<file path="src/rtl/alu_pkg.sv">
// Shared ALU definitions used by the sequential divider.
// Contents:
//   ALU_WIDTH   - native datapath width of the ALU
//   DIV0_QUOT   - quotient returned for a divide by zero (all ones)
//   div_state_e - divider FSM state encoding
package alu_pkg;

  localparam int ALU_WIDTH = 32;

  localparam logic [ALU_WIDTH-1:0] DIV0_QUOT = {ALU_WIDTH{1'b1}};

  typedef enum logic [1:0] {
    DIV_IDLE  = 2'd0,
    DIV_RUN   = 2'd1,
    DIV_FIXUP = 2'd2,
    DIV_ZERO  = 2'd3
  } div_state_e;

endpackage

</file>
<file path="src/rtl/cla_subtract_stage.sv">
// Unsigned subtractor a_i - b_i computed as a_i + ~b_i + 1 with 4-bit
// carry-lookahead groups. Groups are chained through their group
// generate/propagate terms.
// Ports:
//   a_i      in  W  minuend
//   b_i      in  W  subtrahend
//   diff_o   out W  a_i - b_i (mod 2**W)
//   borrow_o out 1  1 when a_i < b_i (unsigned)
module cla_subtract_stage #(
  parameter int W = 33
) (
  input  logic [W-1:0] a_i,
  input  logic [W-1:0] b_i,
  output logic [W-1:0] diff_o,
  output logic         borrow_o
);

  // Operands are zero-extended to a whole number of 4-bit groups; the
  // extension does not change the unsigned compare, so the final group
  // carry-out is still "a_i >= b_i".
  localparam int NG = (W + 3) / 4;
  localparam int PW = NG * 4;

  logic [PW-1:0] a_s;
  logic [PW-1:0] nb_s;
  logic [PW-1:0] g_s;
  logic [PW-1:0] p_s;
  logic [PW-1:0] x_s;
  logic [PW-1:0] c_s;
  logic [PW-1:0] sum_s;
  logic [NG:0]   gc_s;

  assign a_s  = PW'(a_i);
  assign nb_s = ~(PW'(b_i));
  assign g_s  = a_s & nb_s;
  assign p_s  = a_s | nb_s;
  assign x_s  = a_s ^ nb_s;

  // The +1 of the two's-complement subtract enters as the first carry-in.
  assign gc_s[0] = 1'b1;

  for (genvar gi = 0; gi < NG; gi++) begin : g_grp
    localparam int B = gi * 4;
    logic cin_s;
    logic gg_s;
    logic gp_s;

    assign cin_s    = gc_s[gi];
    assign c_s[B]   = cin_s;
    assign c_s[B+1] = g_s[B] | (p_s[B] & cin_s);
    assign c_s[B+2] = g_s[B+1] | (p_s[B+1] & g_s[B]) | (p_s[B+1] & p_s[B] & cin_s);
    assign c_s[B+3] = g_s[B+2] | (p_s[B+2] & g_s[B+1]) | (p_s[B+2] & p_s[B+1] & g_s[B])
                    | (p_s[B+2] & p_s[B+1] & p_s[B] & cin_s);

    assign gg_s = g_s[B+3] | (p_s[B+3] & g_s[B+2]) | (p_s[B+3] & p_s[B+2] & g_s[B+1])
                | (p_s[B+3] & p_s[B+2] & p_s[B+1] & g_s[B]);
    assign gp_s = p_s[B+3] & p_s[B+2] & p_s[B+1] & p_s[B];

    assign gc_s[gi+1] = gg_s | (gp_s & cin_s);
  end

  assign sum_s    = x_s ^ c_s;
  assign diff_o   = sum_s[W-1:0];
  assign borrow_o = ~gc_s[NG];

  if (PW > W) begin : g_pad
    logic unused_pad_s;
    assign unused_pad_s = ^sum_s[PW-1:W];
  end

endmodule

</file>
<file path="src/rtl/seq_divider32.sv">
// Multi-cycle restoring divider (signed or unsigned), one quotient bit per
// clock, with a start/done handshake.
// Ports:
//   clk          in  1      rising-edge clock
//   rst_n        in  1      asynchronous active-low reset
//   start        in  1      request, sampled only in IDLE
//   signed_op    in  1      1 = two's-complement operands
//   dividend     in  WIDTH  numerator, latched on accept
//   divisor      in  WIDTH  denominator, latched on accept
//   busy         out 1      high from the cycle after accept until done
//   done         out 1      one-cycle result pulse
//   quotient     out WIDTH  held until the next result
//   remainder    out WIDTH  sign follows the dividend
//   div_by_zero  out 1      set with done for divisor == 0, cleared on accept
module seq_divider32
  import alu_pkg::*;
#(
  parameter int WIDTH = ALU_WIDTH,
  parameter int CNT_W = 6
) (
  input  logic             clk,
  input  logic             rst_n,
  input  logic             start,
  input  logic             signed_op,
  input  logic [WIDTH-1:0] dividend,
  input  logic [WIDTH-1:0] divisor,
  output logic             busy,
  output logic             done,
  output logic [WIDTH-1:0] quotient,
  output logic [WIDTH-1:0] remainder,
  output logic             div_by_zero
);

  div_state_e       state_q, state_d;
  logic [CNT_W-1:0] cnt_q, cnt_d;
  logic [WIDTH:0]   r_q, r_d;          // partial remainder, MSB holds the borrow headroom
  logic [WIDTH-1:0] q_q, q_d;          // dividend magnitude shifting into the quotient
  logic [WIDTH-1:0] dvsr_q, dvsr_d;    // divisor magnitude
  logic             neg_quot_q, neg_quot_d;
  logic             neg_rem_q, neg_rem_d;
  logic [WIDTH-1:0] quot_q, quot_d;
  logic [WIDTH-1:0] rem_q, rem_d;
  logic             busy_q, busy_d;
  logic             done_q, done_d;
  logic             dbz_q, dbz_d;

  logic             div_zero_s;
  logic [WIDTH:0]   shift_s;
  logic [WIDTH:0]   trial_s;
  logic             trial_borrow_s;
  logic [WIDTH-1:0] neg_a_in_s, neg_a_out_s;
  logic [WIDTH-1:0] neg_b_in_s, neg_b_out_s;
  logic             neg_a_borrow_s, neg_b_borrow_s;
  logic [WIDTH-1:0] dnd_mag_s, dvs_mag_s;
  logic             unused_s;

  assign div_zero_s = (divisor == {WIDTH{1'b0}});

  // Restoring step: shift {R,Q} left and try R - |divisor|.
  assign shift_s = {r_q[WIDTH-1:0], q_q[WIDTH-1]};

  cla_subtract_stage #(.W(WIDTH + 1)) u_step_sub (
    .a_i      (shift_s),
    .b_i      ({1'b0, dvsr_q}),
    .diff_o   (trial_s),
    .borrow_o (trial_borrow_s)
  );

  // The two negators serve the operand magnitudes in IDLE and the sign
  // fixup of quotient/remainder in FIXUP, so both phases share them.
  always_comb begin
    if (state_q == DIV_FIXUP) begin
      neg_a_in_s = q_q;
      neg_b_in_s = r_q[WIDTH-1:0];
    end else begin
      neg_a_in_s = dividend;
      neg_b_in_s = divisor;
    end
  end

  cla_subtract_stage #(.W(WIDTH)) u_neg_a (
    .a_i      ({WIDTH{1'b0}}),
    .b_i      (neg_a_in_s),
    .diff_o   (neg_a_out_s),
    .borrow_o (neg_a_borrow_s)
  );

  cla_subtract_stage #(.W(WIDTH)) u_neg_b (
    .a_i      ({WIDTH{1'b0}}),
    .b_i      (neg_b_in_s),
    .diff_o   (neg_b_out_s),
    .borrow_o (neg_b_borrow_s)
  );

  // Operand magnitudes as seen on the accepting cycle.
  always_comb begin
    if (signed_op && dividend[WIDTH-1]) begin
      dnd_mag_s = neg_a_out_s;
    end else begin
      dnd_mag_s = dividend;
    end
    if (signed_op && divisor[WIDTH-1]) begin
      dvs_mag_s = neg_b_out_s;
    end else begin
      dvs_mag_s = divisor;
    end
  end

  // R never exceeds the divisor after a step, so its top bit is only read
  // through the subtractor; the negator borrows carry no information.
  assign unused_s = ^{r_q[WIDTH], neg_a_borrow_s, neg_b_borrow_s};

  // State register.
  always_ff @(posedge clk or negedge rst_n) begin
    if (!rst_n) begin
      state_q <= DIV_IDLE;
    end else begin
      state_q <= state_d;
    end
  end

  // Next-state logic.
  always_comb begin
    state_d = state_q;
    case (state_q)
      DIV_IDLE: begin
        if (start) begin
          if (div_zero_s) begin
            state_d = DIV_ZERO;
          end else begin
            state_d = DIV_RUN;
          end
        end else begin
          state_d = DIV_IDLE;
        end
      end
      DIV_RUN: begin
        if (cnt_q == {CNT_W{1'b0}}) begin
          state_d = DIV_FIXUP;
        end else begin
          state_d = DIV_RUN;
        end
      end
      DIV_FIXUP: state_d = DIV_IDLE;
      DIV_ZERO:  state_d = DIV_IDLE;
      default:   state_d = DIV_IDLE;
    endcase
  end

  // Datapath and output next values per state.
  always_comb begin
    cnt_d      = cnt_q;
    r_d        = r_q;
    q_d        = q_q;
    dvsr_d     = dvsr_q;
    neg_quot_d = neg_quot_q;
    neg_rem_d  = neg_rem_q;
    quot_d     = quot_q;
    rem_d      = rem_q;
    busy_d     = busy_q;
    done_d     = 1'b0;
    dbz_d      = dbz_q;
    case (state_q)
      DIV_IDLE: begin
        if (start) begin
          cnt_d      = CNT_W'(WIDTH - 1);
          r_d        = {(WIDTH + 1){1'b0}};
          neg_quot_d = signed_op & (dividend[WIDTH-1] ^ divisor[WIDTH-1]);
          neg_rem_d  = signed_op & dividend[WIDTH-1];
          busy_d     = 1'b1;
          dbz_d      = 1'b0;
          // A zero divisor keeps the raw dividend for the remainder output.
          if (div_zero_s) begin
            q_d    = dividend;
            dvsr_d = divisor;
          end else begin
            q_d    = dnd_mag_s;
            dvsr_d = dvs_mag_s;
          end
        end else begin
          busy_d = 1'b0;
        end
      end
      DIV_RUN: begin
        if (trial_borrow_s) begin
          r_d = shift_s;
          q_d = {q_q[WIDTH-2:0], 1'b0};
        end else begin
          r_d = trial_s;
          q_d = {q_q[WIDTH-2:0], 1'b1};
        end
        if (cnt_q != {CNT_W{1'b0}}) begin
          cnt_d = cnt_q - {{(CNT_W - 1){1'b0}}, 1'b1};
        end else begin
          cnt_d = cnt_q;
        end
      end
      DIV_FIXUP: begin
        if (neg_quot_q) begin
          quot_d = neg_a_out_s;
        end else begin
          quot_d = q_q;
        end
        if (neg_rem_q) begin
          rem_d = neg_b_out_s;
        end else begin
          rem_d = r_q[WIDTH-1:0];
        end
        done_d = 1'b1;
        busy_d = 1'b0;
      end
      DIV_ZERO: begin
        quot_d = WIDTH'(DIV0_QUOT);
        rem_d  = q_q;
        dbz_d  = 1'b1;
        done_d = 1'b1;
        busy_d = 1'b0;
      end
      default: begin
        busy_d = 1'b0;
      end
    endcase
  end

  // Datapath and output registers.
  always_ff @(posedge clk or negedge rst_n) begin
    if (!rst_n) begin
      cnt_q      <= {CNT_W{1'b0}};
      r_q        <= {(WIDTH + 1){1'b0}};
      q_q        <= {WIDTH{1'b0}};
      dvsr_q     <= {WIDTH{1'b0}};
      neg_quot_q <= 1'b0;
      neg_rem_q  <= 1'b0;
      quot_q     <= {WIDTH{1'b0}};
      rem_q      <= {WIDTH{1'b0}};
      busy_q     <= 1'b0;
      done_q     <= 1'b0;
      dbz_q      <= 1'b0;
    end else begin
      cnt_q      <= cnt_d;
      r_q        <= r_d;
      q_q        <= q_d;
      dvsr_q     <= dvsr_d;
      neg_quot_q <= neg_quot_d;
      neg_rem_q  <= neg_rem_d;
      quot_q     <= quot_d;
      rem_q      <= rem_d;
      busy_q     <= busy_d;
      done_q     <= done_d;
      dbz_q      <= dbz_d;
    end
  end

  assign busy        = busy_q;
  assign done        = done_q;
  assign quotient    = quot_q;
  assign remainder   = rem_q;
  assign div_by_zero = dbz_q;

endmodule

</file>
<file path="config.mk">
export PLATFORM = sky130hd
export DESIGN_NAME = seq_divider32
export DESIGN_NICKNAME = d
export VERILOG_FILES = /design/src/rtl/alu_pkg.sv /design/src/rtl/cla_subtract_stage.sv /design/src/rtl/seq_divider32.sv
export SDC_FILE = /design/constraint.sdc
export NUM_CORES = 1
export LEC_CHECK = 0
export BUFFER_PORTS_ARGS = -buffer_cell sky130_fd_sc_hd__buf_2
export CAP_MARGIN = 20
export CORE_MARGIN = 2
export CORE_UTILIZATION = 40
export DETAILED_ROUTE_END_ITERATION = 10
export HOLD_SLACK_MARGIN = 0.02
export SLEW_MARGIN = 20
export SYNTH_ARGS = -nofsm -noshare
export SYNTH_HDL_FRONTEND = slang
export SYNTH_SLANG_ARGS = --single-unit
</file>
<file path="constraint.sdc">
create_clock -name clk -period 3.3 [get_ports clk]
set_clock_uncertainty 0.15 [all_clocks]
set_input_delay 0.165 -clock clk [delete_from_list [all_inputs] [get_ports clk]]
set_output_delay 0.165 -clock clk [all_outputs]
set_load 0.01 [all_outputs]
</file>
==> metrics.cfg <==
[finish]
layout_common_cells=171 x dfrtp_1, 162 x nor2_1, 136 x nand2_1, 133 x buf_2, 108 x buf_4
finalNonFillerCells=2166
n_antenna_cell=0
drive_above_1_share=0.220
nets=1907
area_growth_pct=25.6
final_common_cell=dfrtp_1

[floorplan]
start_util=0.407
design.core.area_um2=31600
num_rows=65
die_x_um=183
ios=135
dieHeight_um=183
die-area_um2=33600

[logic_synthesis]
synth_area_leader_cell=dfrtp_1
synth-compound-area-share=0.186
netlist_area_um2=12800
yosys_warnings=0
async_reset_ff_frac=1.00
syn_avg_cell_area_um2=8.51
synth-seq-cells=173
synth_area_leaders=dfrtp_1 34%, ha_1 7.9%, mux2i_1 6.1%, nor2_1 4.9%, nand2_1 4.0%
synth.distinct_cells=87
synthesis.nets=1665
synth-adder-area-share=0.0898
synth_edf_count=0
seq_area_frac_synth=0.337
synth_mux_area_frac=0.0885
syn_inst=1509
ys.flop_type=dfrtp_1
yosys.area_share.simple=0.174
synth_xor_area_frac=0.0627
synth_top_area_frac=0.337
synth_top_family_by_area=compound AO/OA/AOI/OAI gates

[outcome]
status=complete, no violations

[setup_path]
worst-path-stages=11
start_kind=flop
slowest_delay_ns=0.57
r2r_cells=11
worst_ep_arrival_time_ns=3.46
crit_chain=inv_1 > ha_1 > or3_1 > or4_4 > a311oi_4 > nor3_2 > o41ai_2 > a21o_1 > fa_1 > mux2i_1 > o21ai_1
required_ns=3.49
crit_family=simple AND/OR/NAND/NOR gates
crit_fanout=3
end_kind=flop
path_class=reg2reg
slowest_stage=or4_4
cp_num_buf_inv=1

[placed_design]
dp_cells=2059
dp_slack_ns=-0.0663
hpwl_um=29600
gp_congestion=0.883
portBuffers=134

[power_and_ir_drop]
vdd_drop_max_mv=0.430
p_sw_frac=0.453
p_leak_nw=7.25
clkPwrFrac=0.140
power_switching_mw=6.57
p_int_mw=7.93
comb_power_share=0.593
power_mw=14.5
powerDensity_nw_per_um2=899
sequentialPowerShare=0.267

[timing]
finalCriticalPeriod_ns=3.27
setup_viol=0
slew_violations=0
max_freq_mhz=305
finalWorstSetupSlack_ns=0.0254
timing.final.crit_share=0.992
worstMarginPinSlew_ns=0.806
timing.slew.headroom=0.461
finalHoldViolCount=0
setup-tns-final_ns=0
rsz0062_at_grt=true

[clock_network]
clockBufferDepth=2
tritoncts=done
clkTransAtPathRegs_ns=0.08
cts_buffers=17
clk_latency_ns=0.45
h-tree-depth=4
clkSinkCount=173
cts_root_buf=clkbuf_16

[route]
wl_per_cell_um=19.6
drt_wl_total_um=42300
drtPass1Iterations=5
drt_iter0_markers=904
drc_errors=0
viasPerCell=5.62
antenna_left=0
vias=12200

[hold_path]
hold_path_depth=4
hold_class=in2reg

[grt]
grt_pass1_vias=11800
grt_use_total=0.249
grt.overflow.total=0
grt_antenna_before_repair=0
grt_pass1_wl_um=65100
grt_max_degree=79

[run]
drv_cap=0

[per-stage QoR]
step | hold WS, ns | cell area (um^2) | utilization
detailed placement | 0.133 | 14600 | 0.463
floorplan | -0.281 | 12800 | -
global placement | 0.134 | 14600 | 0.463
finish | 0.0505 | 16100 | 0.511
global route | 0.0459 | 16100 | 0.511
CTS | 0.0358 | 15900 | 0.503
[tightest hold or removal path: stages]
cell,delay (ns)
buf_2,0.14
a21oi_1,0.12
a2111o_1,0.11
o21ai_0,0.07
[power groups by stage]
stage	sequential, mW	clock [mW]	combinational [mW]
2_1_floorplan	3.73	0	5.48
3_3_place_gp	3.86	0	7.90
3_5_place_dp	3.87	0	8.05
4_1_cts	3.84	2.06	8.33
5_1_grt	3.97	2.15	9.48
6_report	3.87	2.03	8.60
[cells in the mapped netlist, types with 50 or more instances]
library cell / instances
nand3_1: 57
mux2i_1: 78
o21ai_1: 55
xnor2_1: 50
dfrtp_1: 173
ha_1: 81
o21ai_0: 86
nor2_1: 166
inv_1: 95
clkbuf_1: 73
nand2_1: 136
a21oi_1: 100
[cell type report]
class                   instances  area, um^2
inverters                      96         360
fillers                      2988       15400
multi-input cells            1139        7880
flip-flops and latches        173        4330
well taps                     402         503
clock inverters                15         148
clock buffers                  17         425
repair buffers                324        2490
[routing by layer]
layer / vias up / wire (um) / GRT usage
li1: 5733 / - / -
met1: 5917 / 19000 / 0.338
met2: 456 / 19800 / 0.411
met3: 61 / 2710 / 0.0397
met4: 0 / 850 / 0.0672
met5: - / 0 / 0
[flip-flops by register name (all words and copies together) (netlist names)]
register / cells
cnt_q: 6
div_by_zero: 1
state_q: 2
neg_quot_q: 1
busy: 1
done: 1
quotient: 32
q_q: 32
dvsr_q: 32
r_q: 32
neg_rem_q: 1
remainder: 32
[final timing paths]
kind | startpoint | to | slack [ns]
max | r_q[3]$_DFFE_PN0P_ | r_q[28]$_DFFE_PN0P_ | 0.03
min | divisor[10] | dvsr_q[10]$_DFFE_PN0P_ | 0.05
max reg2reg | r_q[3]$_DFFE_PN0P_ | r_q[28]$_DFFE_PN0P_ | 0.03
min reg2reg | cnt_q[0]$_DFFE_PN0P_ | cnt_q[0]$_DFFE_PN0P_ | 0.35
max in group asynchronous | rst_n | dvsr_q[10]$_DFFE_PN0P_ | 1.99
min in group asynchronous | rst_n | quotient[13]$_DFFE_PN0P_ | 0.20
[logic make-up after synthesis]
logic type | Yosys count
muxes | 109
xor gates and xnor gates | 92
adders and majority gates | 88
and+or+nand+nor | 474
DFF | 173
AOI/OAI and AO/OA | 376
buffers and inverters | 197
[timing repair]
action                     4_1_cts  5_1_grt
resized for setup                8       33
gates cloned                     1        3
setup endpoints to repair        3       40
pin swaps                        8        5
buffers inserted                 5        7
hold endpoints to repair       132        0
hold buffers                    59        0
(Power assumes the default switching activity.)
